File: config.mk
export PLATFORM = sky130hd
export DESIGN_NAME = mvau_thresh_act
export DESIGN_NICKNAME = d
export VERILOG_FILES = /design/src/rtl/mvau_thresh_act.sv
export SDC_FILE = /design/constraint.sdc
export NUM_CORES = 1
export LEC_CHECK = 0
export BUFFER_PORTS_ARGS = -buffer_cell sky130_fd_sc_hd__buf_2
export CAP_MARGIN = 10
export CORE_MARGIN = 2
export CORE_UTILIZATION = 55
export CTS_BUF_LIST = sky130_fd_sc_hd__clkbuf_4
export CTS_CLUSTER_DIAMETER = 120
export DETAILED_ROUTE_END_ITERATION = 7
export PLACE_DENSITY = 0.73
export SYNTH_ARGS = -nofsm -noshare
export SYNTH_HDL_FRONTEND = slang
export SYNTH_SLANG_ARGS = --single-unit
File: constraint.sdc
create_clock -name clk -period 4.3 [get_ports clk]
set_clock_uncertainty 0.2 [all_clocks]
set_input_delay 0.645 -clock clk [delete_from_list [all_inputs] [get_ports clk]]
set_output_delay 0.645 -clock clk [all_outputs]
set_load 0.01 [all_outputs]
File: src/rtl/mvau_thresh_act.sv
// Multi-threshold activation stage behind the MVAU stream unit.
// Optional output bias: define MVAU_ACT_BIAS_EN (adds ACT_BIAS).
module mvau_thresh_act #(
    parameter int PE    = 2,
    parameter int NF    = 2,
    parameter int TA    = 16,
    parameter int TOUT  = 2,
    parameter int NF_BW = (NF > 1) ? $clog2(NF) : 1,
    parameter int PE_BW = (PE > 1) ? $clog2(PE) : 1,
    parameter int NT_BW = TOUT
`ifdef MVAU_ACT_BIAS_EN
    ,
    parameter int ACT_BIAS = 0
`endif
) (
    input  logic                 clk,
    input  logic                 rst_n,
    input  logic                 in_v,
    input  logic [PE*TA-1:0]     in,
    input  logic                 thr_we,
    input  logic [NF_BW-1:0]     thr_nf,
    input  logic [PE_BW-1:0]     thr_pe,
    input  logic [NT_BW-1:0]     thr_idx,
    input  logic [TA-1:0]        thr_wdata,
    output logic                 out_v,
    output logic [PE*TOUT-1:0]   out
);

    localparam int NT = (1 << TOUT) - 1;

    logic [NF_BW-1:0]      nf_cnt_q, nf_cnt_d;
    logic                  s1_v_q, s1_v_d;
    logic [PE*TA-1:0]      s1_acc_q, s1_acc_d;
    logic [NF_BW-1:0]      s1_nf_q, s1_nf_d;
    logic                  out_v_q, out_v_d;
    logic [PE*TOUT-1:0]    out_q, out_d;
    logic [TA-1:0]         thr_q [NF][PE][NT];
    logic [TA-1:0]         thr_d [NF][PE][NT];
    logic                  thr_ok;
    logic [TOUT-1:0]       cnt [PE];
    logic [TA-1:0]         acc [PE];

    // Fold counter advances per accepted beat and wraps at NF-1.
    always_comb begin
        nf_cnt_d = nf_cnt_q;
        if (in_v) begin
            if (nf_cnt_q == NF_BW'(NF - 1)) begin
                nf_cnt_d = '0;
            end else begin
                nf_cnt_d = nf_cnt_q + NF_BW'(1);
            end
        end
    end

    // Stage 1 captures the beat and tags it with its fold.
    always_comb begin
        s1_v_d   = in_v;
        s1_acc_d = s1_acc_q;
        s1_nf_d  = s1_nf_q;
        if (in_v) begin
            s1_acc_d = in;
            s1_nf_d  = nf_cnt_q;
        end
    end

    // Threshold table write; out-of-range addresses are dropped.
    always_comb begin
        thr_d  = thr_q;
        thr_ok = (int'(thr_nf) < NF) && (int'(thr_pe) < PE)
                 && (int'(thr_idx) < NT);
        if (thr_we && thr_ok) begin
            thr_d[thr_nf][thr_pe][thr_idx] = thr_wdata;
        end
    end

    // Stage 2 counts thresholds met by each lane's accumulator.
    always_comb begin
        out_v_d = s1_v_q;
        out_d   = out_q;
        for (int p = 0; p < PE; p++) begin
            acc[p] = s1_acc_q[p*TA +: TA];
            cnt[p] = '0;
            for (int i = 0; i < NT; i++) begin
                if ($signed(acc[p]) >= $signed(thr_q[s1_nf_q][p][i])) begin
                    cnt[p] = cnt[p] + TOUT'(1);
                end
            end
            if (s1_v_q) begin
`ifdef MVAU_ACT_BIAS_EN
                out_d[p*TOUT +: TOUT] = cnt[p] + TOUT'(ACT_BIAS);
`else
                out_d[p*TOUT +: TOUT] = cnt[p];
`endif
            end
        end
    end

    // Pipeline and fold state, cleared on reset.
    always_ff @(posedge clk or negedge rst_n) begin
        if (!rst_n) begin
            nf_cnt_q <= '0;
            s1_v_q   <= 1'b0;
            s1_acc_q <= '0;
            s1_nf_q  <= '0;
            out_v_q  <= 1'b0;
            out_q    <= '0;
        end else begin
            nf_cnt_q <= nf_cnt_d;
            s1_v_q   <= s1_v_d;
            s1_acc_q <= s1_acc_d;
            s1_nf_q  <= s1_nf_d;
            out_v_q  <= out_v_d;
            out_q    <= out_d;
        end
    end

    // Threshold storage keeps its contents across reset.
    always_ff @(posedge clk) begin
        thr_q <= thr_d;
    end

    assign out_v = out_v_q;
    assign out   = out_q;

endmodule

==> impl_results.md, run 1 <==
- Pins over their slew limit: 0
- Worst min-delay path class: primary input to flip-flop
- Via count of the routed design: 6468
- Initial Utilization: 0.5657
- Initial antenna violation count: 2
- Slew @ Worst Pin: about 1.1 ns
- Pleak: between 5 and 6 nW
- Tcrit/Tclk final: 0.9153
- Crit path launch type: flip-flop
- Max-cap viol count: 0
- DR vias/cell: 5.639
- Multi-input logic area: ~3800 µm²
- Compound-gate portion of the synthesized area: 0.05673
- Mean Syn Cell Area: between 15 and 20 µm²
- Post-synthesis xor/xnor area fraction: 0.0008222
- Clock latency on the worst-skew pair: roughly 0.66 ns
- Data arrival time of the critical path: 4.26 ns
- Critical Path End Type: flip-flop
- Root Buffer: clkbuf_4
- CP Launch Point: s1_nf_q
- Final Core Density: 0.6599
- Register area: 6770 µm²
- Post-DP Area: about 11000 µm²
- Tot Pwr: approximately 6.1 mW
- Fmax: between 0.2 and 0.3 GHz
- # setup viols final: 0
- Async SR Flop Fraction: 0.1724
- CTS resizes: 0
- Mux cell area share after synthesis: 0.1266
- Vias in the first global route: between 6000 and 7000
- PD cells: 493.7 nW/µm²
- CTS tree: done
- Yosys warns: 0
- Cells after synthesis: slightly below 700
- Row cnt: 50
- Top_reg_cell synth: edfxtp_1
- WL/cell: slightly below 20 µm
- CP max-delay cell: dfrtp_4
- Die area: 20500 µm²
- Post-synthesis sequential area ratio: 0.6352
- I/O Buffers: 60
- Die height: between 100 and 150 µm
- Max clock buf depth: 3
- Die X: around 140 µm
- Worst-path clk slew: 0.07 ns
- WP data required: 4.63 ns
- Mapped Nets: 841
- Most used cell, CP: a21oi_1
- Register bit total from synthesis: 232
- GRT overflow: 0
- Reg2Reg Launch Point: s1_nf_q
- Min-Delay Startpoint: in[4]
- Most common cell after layout, fill and taps aside: edfxtp_1
- WL final: around 23000 µm
- Antenna viol nets, final: 0
- Core footprint: around 19000 µm²
- Pin count of the biggest net entering global routing: 41
- Post-route cell area: between 10000 and 15000 µm²
- All-layer global routing usage: 0.2298
- Filler cell count: 1354
- Post-synth EDFFs: 192
- First-pass DRT Iterations: 5
- GPL Wtd Cong: 0.9165
- DRC Markers: 0
- Crit path kind: flip-flop to flip-flop
- Fin. Hold Viols: 0
- Synth Area in Simple Gates: 0.05415
- DP HPWL: 14660 µm
- Nets: 992
- Number of I/O pins: approximately 60
- TNS Setup: 0 ns
- Final worst path period need: a little under 4 ns
- Most frequent cells in the layout: edfxtp_1, ha_1, mux2i_1
- Largest family of logic cells by synthesized area: multiplexers
- CTS sink count: ~230
- Crit path largest cell delay: approximately 0.79 ns
- Dpl cells: between 1000 and 1500
- Relative slew margins: 0.2498
- Post-synth cell types: a little over 50
- Post-Synth Adder-Cell Area: 0.1175
- Layout cells sized above 1: 0.2508
- Worst-path maximum fanout: 31
- H-tree depth: 2
- CTS Buf Count: 58
- Area grow syn2layout: 16.64%
- Mapped Area: between 10000 and 15000 µm²
- Post-route insts no fill: 1147
- Status: finished, final reports clean
- First-pass GRT wire length: 35540 µm
- Crit path cell chain: buf_4, mux2i_1, ha_1, or2_2, a21oi_1, a21oi_1, a21bo_2, a32o_1, ha_1, nor4_1, a21oi_1, o311ai_0
- Starting DRT DRC Count: roughly 420
- Max VDD drop: roughly 0.00028 V
- RSZ-0062 raised after global routing: false
[worst paths after layout]
kind	endpoint	slack, ns	depth (start not counted)
min in group asynchronous	out[0]	0.55	2
worst max-delay path	out[3]	0.36	12
worst min register to register	nf_cnt_q	0.27	1
max in group asynchronous	s1_nf_q	2.54	2
worst max register to register	out[3]	0.36	12
worst min-delay path	s1_acc_q[4]	0.05	2
[worst max-delay path, delay by kind of cell, from the launching register on]
family / cells / cell delay [ns]
muxes: 1 / 0.26
DFF: 1 / 0.79
buffers and inverters: 1 / 0.40
and+or+nand+nor: 2 / 0.58
AOI/OAI and AO/OA: 6 / 1.07
adders and majority gates: 2 / 0.48
[per-layer routing]
layer	up-vias	track usage	share of wire
met3	44	0.05164	0.055
met1	3188	0.3022	0.44
met4	0	0.07295	0.020
met2	187	0.3823	0.49
met5	-	0	0
li1	3049	-	-
[area by class of cell]
cell class / instances / area share
Timing Repair Buffer: 106 / 0.05921
Clock inverter: 27 / 0.008962
Inverter: 10 / 0.003021
Multi-Input combinational cell: 428 / 0.3078
Tap cell: 260 / 0.02618
Antenna cell: 2 / 0.0004028
Sequential cell: 232 / 0.5449
Clock buffer: 82 / 0.04954
[per-stage QoR]
stage / hold slack [ns] / setup WS, ns
after global placement: 0.2508 / 0.5425
final: 0.05450 / 0.3641
after CTS: 0.003019 / 0.3577
after floorplan: 0.1494 / 0.5007
after detailed placement: 0.2612 / 0.3925
after global routing: 0.02153 / 0.07597
[state kept, by name (all words and copies together) (netlist names)]
register / count
thr_q: 192
s1_acc_q: 32
out: 4
nf_cnt_q: 1
out_v: 1
out_v_d: 1
s1_nf_q: 1
[report_power, final]
| group | internal [mW] | switching [mW] | leakage (nW) |
|---|---|---|---|
| sequential | 2.54 | 0.145 | 2.20 |
| clock | 0.887 | 0.866 | 0.432 |
| combinational | 0.832 | 0.869 | 2.39 |
[Yosys cell counts (4+ instances only)]
| cell | instances | area, µm² |
|---|---|---|
| a21o_1 | 14 | 105.1 |
| a21oi_1 | 22 | 110.1 |
| buf_1 | 7 | 26.28 |
| clkbuf_1 | 6 | 22.52 |
| dfrtp_1 | 40 | 1001 |
| edfxtp_1 | 192 | 5766 |
| ha_1 | 100 | 1251 |
| inv_1 | 10 | 37.54 |
| mux2_2 | 38 | 427.9 |
| mux2i_1 | 92 | 920.9 |
| nand2_1 | 21 | 78.83 |
| nand2b_1 | 5 | 31.28 |
| nand4_1 | 17 | 106.4 |
| nor2_1 | 21 | 78.83 |
| nor2b_1 | 7 | 43.79 |
| nor3_1 | 11 | 55.05 |
| nor4_1 | 4 | 25.02 |
| o21a_1 | 7 | 52.55 |
| o21ai_0 | 20 | 100.1 |
[logic make-up after synthesis]
logic type / Yosys count
xor+xnor: 1
buf+inv: 25
flops: 232
mux: 130
fa+ha+maj: 100
compound gates: 90
simple gates: 107
[timing repair]
action	in CTS	in global routing
endpoints found under the hold margin	35	0
hold buffers	31	0
buffers inserted	0	0
(Power assumes the default switching activity.)
==> run 2: changes to the inputs <==
--- a/config.mk
+++ b/config.mk
@@ -5,12 +5,14 @@
 export SDC_FILE = /design/constraint.sdc
 export NUM_CORES = 1
 export LEC_CHECK = 0
+export ABC_AREA = 1
 export BUFFER_PORTS_ARGS = -buffer_cell sky130_fd_sc_hd__buf_2
 export CAP_MARGIN = 10
 export CORE_MARGIN = 2
 export CORE_UTILIZATION = 55
 export CTS_BUF_LIST = sky130_fd_sc_hd__clkbuf_4
 export CTS_CLUSTER_DIAMETER = 120
+export CTS_CLUSTER_SIZE = 25
 export DETAILED_ROUTE_END_ITERATION = 7
 export PLACE_DENSITY = 0.73
 export SYNTH_ARGS = -nofsm -noshare
==> run 2 against run 1 <==
Clock power shrank 51%; final cell count grew 6.5%; flip-flop and latch count is the same; largest cell class unchanged; final area shrank 3.5%; wire length shrank 1.1%; non-clock buffer count grew 5; sequential share of layout area grew 2.0 points; critical endpoint is now out[2].
==> impl_results.md, run 2 <==
- Reg2Reg Launch Point: s1_nf_q (unchanged)
- WP data required: 4.67 ns (was 4.63 ns)
- Slew @ Worst Pin: 1.138 ns (was 1.125 ns)
- Relative slew margins: 0.2407 (was 0.2498)
- RSZ-0062 raised after global routing: false (unchanged)
- Buf+Inv Stages, Crit Path: 4 (was 1)
- Vias in the first global route: 6389 (was 6756)
- Die X: 144 µm (was 143.2 µm)
- Post-route insts no fill: 1221 (was 1147)
- Mapped Nets: 997 (was 841)
- Dpl cells: 1166 (was 1005)
- Pins over their slew limit: 0 (unchanged)
- Register bit total from synthesis: 232 (unchanged)
- Max reg flops: 192 (unchanged)
- Critical Path End Type: flip-flop (unchanged)
- Crit path cell chain: buf_4, mux2i_1, ha_1, nand2_1, inv_1, nand3_1, inv_1, a211oi_1, nand2_1, nand2_1, nand2_1, nor2_1, ha_1, inv_1, nand4_1, nand3_1, nand2_1 (was buf_4, mux2i_1, ha_1, or2_2, a21oi_1, a21oi_1, a21bo_2, a32o_1, ha_1, nor4_1, a21oi_1, o311ai_0)
- M1 WL: 10540 µm (was 9939 µm)
- Wire length on met3: 1099 µm (was 1237 µm)
- Synth top area cells: edfxtp_1, ha_1, dfrtp_1 (unchanged)
- Max clock buf depth: 3 (unchanged)
- Core footprint: 19330 µm² (was 18830 µm²)
- Post-synth cell types: 27 (was 51)
- Most common cell in the netlist: nand2_1 (was edfxtp_1)
- Register area: 6770 µm² (unchanged)
- Synth Area in Simple Gates: 0.1135 (was 0.05415)
- TNS Setup: 0 ns (unchanged)
- PD cells: 401.0 nW/µm² (was 493.7 nW/µm²)
- DRC Markers: 0 (unchanged)
- Most frequent cells in the layout: nand2_1, edfxtp_1, ha_1 (was edfxtp_1, ha_1, mux2i_1)
- First-pass GRT wire length: 35040 µm (was 35540 µm)
- Post-CTS Setup Inserts: 0 (unchanged)
- Data arrival time of the critical path: 3.93 ns (was 4.26 ns)
- DP HPWL: 15330 µm (was 14660 µm)
- Filler cell count: 1500 (was 1354)
- Most common cell after layout, fill and taps aside: nand2_1 (was edfxtp_1)
- First-pass DRT Iterations: 5 (unchanged)
- Pleak: 5.122 nW (was 5.019 nW)
- Row cnt: 51 (was 50)
- Synth top area share: 0.5348 (was 0.5412)
- Min-Delay Startpoint: thr_wdata[0] (was in[4])
- Fmax: 0.2815 GHz (was 0.2541 GHz)
- Post-synthesis sequential area ratio: 0.6277 (was 0.6352)
- Post-synth EDFFs: 192 (unchanged)
- Top_reg_cell synth: edfxtp_1 (unchanged)
- Post-Synth Adder-Cell Area: 0.1161 (was 0.1175)
- Cells after synthesis: 841 (was 685)
- CTS resizes: 0 (unchanged)
- Met2 routed WL: 10260 µm (was 10970 µm)
- Die height: 144 µm (was 143.2 µm)
- H-tree depth: 1 (was 2)
- Crit path kind: flip-flop to flip-flop (unchanged)
- Max-cap viol count: 0 (unchanged)
- Crit path launch type: flip-flop (unchanged)
- WL final: 22360 µm (was 22600 µm)
- Tot Pwr: 4.807 mW (was 6.135 mW)
- GRT overflow: 0 (unchanged)
- Post-route cell area: 11990 µm² (was 12430 µm²)
- Worst-path maximum fanout: 43 (was 31)
- Worst-path clk slew: 0.25 ns (was 0.07 ns)
- CTS sink count: 232 (unchanged)
- Mux cell area share after synthesis: 0.08357 (was 0.1266)
- Largest family of logic cells by synthesized area: adder cells (was multiplexers)
- GPL Wtd Cong: 0.8409 (was 0.9165)
- I/O Buffers: 60 (unchanged)
- Area grow syn2layout: 11.19% (was 16.64%)
- Clock latency on the worst-skew pair: 0.64 ns (was 0.66 ns)
- Yosys warns: 0 (unchanged)
- Most flop-heavy register: thr_q (unchanged)
- Crit path largest cell delay: 0.97 ns (was 0.79 ns)
- Initial antenna violation count: 1 (was 2)
- CTS Buf Count: 13 (was 58)
- Root Buffer: clkbuf_4 (unchanged)
- Die area: 20740 µm² (was 20500 µm²)
- WL/cell: 18.31 µm (was 19.70 µm)
- Pin count of the biggest net entering global routing: 44 (was 41)
- Via count of the routed design: 6582 (was 6468)
- Synth area leader: edfxtp_1 (unchanged)
- Mean Syn Cell Area: 12.82 µm² (was 15.55 µm²)
- Async SR Flop Fraction: 0.1724 (unchanged)
- Kind of cell adding the most delay to the critical path: flip-flops (was compound AO/OA/AOI/OAI gates)
- DR vias/cell: 5.391 (was 5.639)
- CTS tree: done (unchanged)
- Starting DRT DRC Count: 431 (was 417)
- Top post-synthesis cells by count: nand2_1, edfxtp_1, ha_1 (was edfxtp_1, ha_1, mux2i_1)
- Compound-gate portion of the synthesized area: 0.03354 (was 0.05673)
- Hold_ws: 0.1322 ns (was 0.05450 ns)
- Status: finished, final reports clean (unchanged)
- Nets: 1105 (was 992)
- All-layer global routing usage: 0.2234 (was 0.2298)
- Initial Utilization: 0.5576 (was 0.5657)
- Layout cells sized above 1: 0.1225 (was 0.2508)
- Mapped Area: 10780 µm² (was 10650 µm²)
- Post-DP Area: 11480 µm² (was 11380 µm²)
- Most used cell, CP: nand2_1 (was a21oi_1)
- Final worst path period need: 3.552 ns (was 3.936 ns)
- Post-synthesis xor/xnor area fraction: 0.0008124 (was 0.0008222)
- CP max-delay cell: dfrtp_4 (unchanged)
- Max Used Layer: met4 (unchanged)
- Antenna viol nets, final: 0 (unchanged)
- Fin. Hold Viols: 0 (unchanged)
- Max VDD drop: 0.0002289 V (was 0.0002755 V)
- Post-CTS Hold Fix Bufs: 33 (was 31)
- Worst min-delay path class: primary input to flip-flop (unchanged)
- CP Launch Point: s1_nf_q (unchanged)
- # setup viols final: 0 (unchanged)
- Tcrit/Tclk final: 0.8261 (was 0.9153)
- Number of I/O pins: 61 (unchanged)
- Multi-input logic area: 3746 µm² (was 3825 µm²)
## run 2: cell types whose count changed after synthesis, moves of 14 or more
| cell | change |
|---|---|
| a21oi_1 | +14 |
| nand2_1 | +179 |
| a21o_1 | -14 |
| inv_1 | +40 |
| mux2_2 | -38 |
| nand3_1 | +22 |
## run 2: metal layers
layer | track usage | vias to the layer above
met5 | 0 | -
met4 | 0.05418 | 0
met3 | 0.02947 | 34
met2 | 0.3581 | 188
met1 | 0.3282 | 3146
li1 | - | 3214
## run 2: layout make-up
type / instances / area share
Antenna cell: 1 / 0.0002088
Clock buffer: 20 / 0.01253
Clock inverter: 1 / 0.001670
Inverter: 50 / 0.01566
Multi-Input combinational cell: 541 / 0.3125
Sequential cell: 232 / 0.5648
Tap cell: 265 / 0.02766
Timing Repair Buffer: 111 / 0.06493
## run 2: stage by stage
step           utilization  setup WS (ns)
6_report            0.6199         0.7477
4_1_cts             0.6198         0.7546
5_1_grt             0.6199         0.4531
3_5_place_dp        0.5939         0.7935
2_1_floorplan            -          1.310
3_3_place_gp        0.5939         0.8170
## run 2: path summary, 6_finish.rpt
path / endpoint / slack, ns / depth (start not counted)
max: out[2] / 0.75 / 17
min: thr_q[0] / 0.13 / 1
max reg2reg: out[2] / 0.75 / 17
min reg2reg: nf_cnt_q / 0.30 / 1
max in group asynchronous: s1_nf_q / 2.72 / 2
min in group asynchronous: s1_acc_q[17] / 0.47 / 2
## run 2: cells by family (layout without fill, tap and decap cells)
| kind of cell | count (synthesis) | after routing |
|---|---|---|
| buffers and inverters | 68 | 182 |
| xor gates and xnor gates | 1 | 1 |
| AOI/OAI and AO/OA | 64 | 64 |
| other | 0 | 1 |
| adders and majority gates | 100 | 100 |
| muxes | 90 | 90 |
| and+or+nand+nor | 286 | 286 |
| DFF | 232 | 232 |
## run 2: report_power, final
part	internal [mW]	switching [mW]
clock network	0.223	0.633
registers	2.52	0.142
logic	0.575	0.712
==> run 3: changes to the inputs <==
--- a/config.mk
+++ b/config.mk
@@ -14,7 +14,7 @@
 export CTS_CLUSTER_DIAMETER = 120
 export CTS_CLUSTER_SIZE = 25
 export DETAILED_ROUTE_END_ITERATION = 7
-export PLACE_DENSITY = 0.73
+export PLACE_DENSITY = 0.76
 export SYNTH_ARGS = -nofsm -noshare
 export SYNTH_HDL_FRONTEND = slang
 export SYNTH_SLANG_ARGS = --single-unit
==> constraint.sdc (replaced) <==
create_clock -name clk -period 3 [get_ports clk]
set_clock_uncertainty 0.2 [all_clocks]
set_input_delay 0.45 -clock clk [delete_from_list [all_inputs] [get_ports clk]]
set_output_delay 0.45 -clock clk [all_outputs]
set_load 0.01 [all_outputs]
==> run 3 against run 2 <==
The flow now finishes with violations (setup timing); register-to-register slack lost 0.80 ns; non-clock buffer count grew 50; wire length grew 3.5%; power grew 54%; sequential share of layout area shrank 2.9 points; highest routed layer unchanged.
==> impl_results.md, run 3 (same netlist as run 2, synthesis figures left out) <==
- I/O Buffers: 60 (unchanged)
- WP data required: 3.37 ns (was 4.67 ns)
- DP HPWL: 15200 µm (was 15330 µm)
- Final worst slack: -0.05605 ns (was 0.7477 ns)
- Relative slew margins: 0.2297 (was 0.2407)
- Max VDD drop: 0.0002792 V (was 0.0002289 V)
- Final worst path period need: 3.056 ns (was 3.552 ns)
- Most used cell, CP: nand2_2 (was nand2_1)
- Max-cap viol count: 0 (unchanged)
- Antenna viol nets, final: 0 (unchanged)
- WL final: 23140 µm (was 22360 µm)
- Row cnt: 51 (unchanged)
- Kind of cell adding the most delay to the critical path: buffers and inverters (was flip-flops)
- # setup viols final: 2 (was 0)
- WL/cell: 18.20 µm (was 18.31 µm)
- Die area: 20740 µm² (unchanged)
- Internal power: 5.090 mW (was 3.320 mW)
- Clk network pwr share: 0.167 (was 0.178)
- Most common cell after layout, fill and taps aside: nand2_1 (unchanged)
- Crit path largest cell delay: 0.59 ns (was 0.97 ns)
- Crit path launch type: flip-flop (unchanged)
- Fin. Hold Viols: 0 (unchanged)
- Share of total power in combinational logic: 0.329 (was 0.268)
- Most frequent cells in the layout: nand2_1, edfxtp_1, ha_1 (unchanged)
- Number of I/O pins: 61 (unchanged)
- Dpl cells: 1184 (was 1166)
- DRC Markers: 0 (unchanged)
- First-pass DRT Iterations: 5 (unchanged)
- DR vias/cell: 5.386 (was 5.391)
- Initial antenna violation count: 1 (unchanged)
- Pleak: 5.397 nW (was 5.122 nW)
- Worst min-delay path class: primary input to flip-flop (unchanged)
- Max reg flops: 192 (unchanged)
- Slew @ Worst Pin: 1.156 ns (was 1.138 ns)
- Via count of the routed design: 6846 (was 6582)
- Sw Ratio: 0.3106 (was 0.3094)
- Nets: 1155 (was 1105)
- Hold_ws: 0.07383 ns (was 0.1322 ns)
- Reg power frac: 0.504 (was 0.554)
- Root Buffer: clkbuf_4 (unchanged)
- All-layer global routing usage: 0.2248 (was 0.2234)
- Most flop-heavy register: thr_q (unchanged)
- Switching Power: 2.294 mW (was 1.487 mW)
- Initial Utilization: 0.5576 (unchanged)
- Core footprint: 19330 µm² (unchanged)
- Layout cells sized above 1: 0.1841 (was 0.1225)
- Starting DRT DRC Count: 579 (was 431)
- Crit path kind: flip-flop to flip-flop (unchanged)
- Pin count of the biggest net entering global routing: 39 (was 44)
- Worst-path clk slew: 0.25 ns (about the same)
- Fmax: 0.3272 GHz (was 0.2815 GHz)
- GPL Wtd Cong: 0.8764 (was 0.8409)
- Worst-path maximum fanout: 6 (was 43)
- RSZ-0062 raised after global routing: true (was false)
- Place WS: -0.04278 ns (was 0.7935 ns)
- Tcrit/Tclk final: 1.019 (was 0.8261)
- CP max-delay cell: dfrtp_4 (unchanged)
- PD cells: 584.7 nW/µm² (was 401.0 nW/µm²)
- First-pass GRT wire length: 35310 µm (was 35040 µm)
- Area grow syn2layout: 17.14% (was 11.19%)
- Status: complete, but fails checks (was finished, final reports clean)
- CTS Buf Count: 13 (unchanged)
- Pins over their slew limit: 0 (unchanged)
- Die X: 144 µm (unchanged)
- Crit path cell chain: buf_12, buf_8, mux2i_2, ha_1, a21oi_2, o21ai_2, a211oi_2, buf_4, nand2_2, nand2_2, nand3_2, buf_6, ha_4, inv_2, nand4_1, nand3_1, nand2_1 (was buf_4, mux2i_1, ha_1, nand2_1, inv_1, nand3_1, inv_1, a211oi_1, nand2_1, nand2_1, nand2_1, nor2_1, ha_1, inv_1, nand4_1, nand3_1, nand2_1)
- Clock latency on the worst-skew pair: 0.64 ns (about the same)
- CTS sink count: 232 (unchanged)
- H-tree depth: 1 (unchanged)
- TNS Setup: -0.08183 ns (was 0 ns)
- Post-route insts no fill: 1271 (was 1221)
- GRT overflow: 0 (unchanged)
- Failing checks: setup timing
- Vias in the first global route: 6539 (was 6389)
- Critical Path End Type: flip-flop (unchanged)
- Data arrival time of the critical path: 3.42 ns (was 3.93 ns)
- CTS tree: done (unchanged)
- Die height: 144 µm (unchanged)
- Buf+Inv Stages, Crit Path: 5 (was 4)
- Final Core Density: 0.6531 (was 0.6199)
- Max clock buf depth: 3 (unchanged)
run 3: cell count changes in the layout (fill, tap and decap cells not counted), moves of 5 or more:
cell           change
a211oi_1           -5
a211oi_2           +5
buf_4             +25
dlygate4sd3_1     +16
nand2_1            -5
nand2_2            +5
o21ai_0            -5
run 3: path summary, 6_finish.rpt:
kind,start,to,slack (ns),cells after the start
worst max-delay path,s1_nf_q,out[3],-0.06,17
worst min-delay path,in_v,out_v_d,0.07,2
worst max register to register,s1_nf_q,out[3],-0.06,17
worst min register to register,out[1],out[1],0.31,2
max in group asynchronous,rst_n,s1_acc_q[8],1.76,3
min in group asynchronous,rst_n,out_v_d,0.13,2
run 3: power groups by stage:
stage | clock network [mW] | registers, mW | logic [mW]
2_1_floorplan | 0 | 3.76 | 1.39
3_3_place_gp | 0 | 3.79 | 1.97
3_5_place_dp | 0 | 3.79 | 2.03
4_1_cts | 1.27 | 3.73 | 2.18
5_1_grt | 1.39 | 3.74 | 2.68
6_report | 1.23 | 3.72 | 2.43
run 3: through the flow:
stage	area, µm²	power, mW
final	12630	7.384
after global routing	12630	7.816
after CTS	12380	7.172
after detailed placement	11640	5.819
after global placement	11640	5.762
after floorplan	10780	5.153
run 3: area by class of cell:
| type | count | area [µm²] |
|---|---|---|
| Clock buffer | 20 | 150.1 |
| Fill cell | 1411 | 6706 |
| Timing Repair Buffer | 161 | 1282 |
| Sequential cell | 232 | 6770 |
| Inverter | 50 | 187.7 |
| Clock inverter | 1 | 20.02 |
| Tap cell | 265 | 331.6 |
| Antenna cell | 1 | 2.502 |
| Multi-Input combinational cell | 541 | 3884 |
run 3: repair_timing:
item | CTS | global route
pin swaps | 0 | 30
cloned | 1 | 0
hold buffers | 49 | 0
hold endpoints to repair | 248 | 0
gates resized for setup | 5 | 47
setup buffers | 3 | 12
setup endpoints to repair | 3 | 4
run 3: metal layers:
metal | up-vias | routed length [µm] | track usage
met4 | 0 | 255 | 0.04489
met1 | 3324 | 10770 | 0.3321
met2 | 193 | 10920 | 0.3679
met3 | 18 | 1194 | 0.02285
met5 | - | 0 | 0
li1 | 3311 | - | -
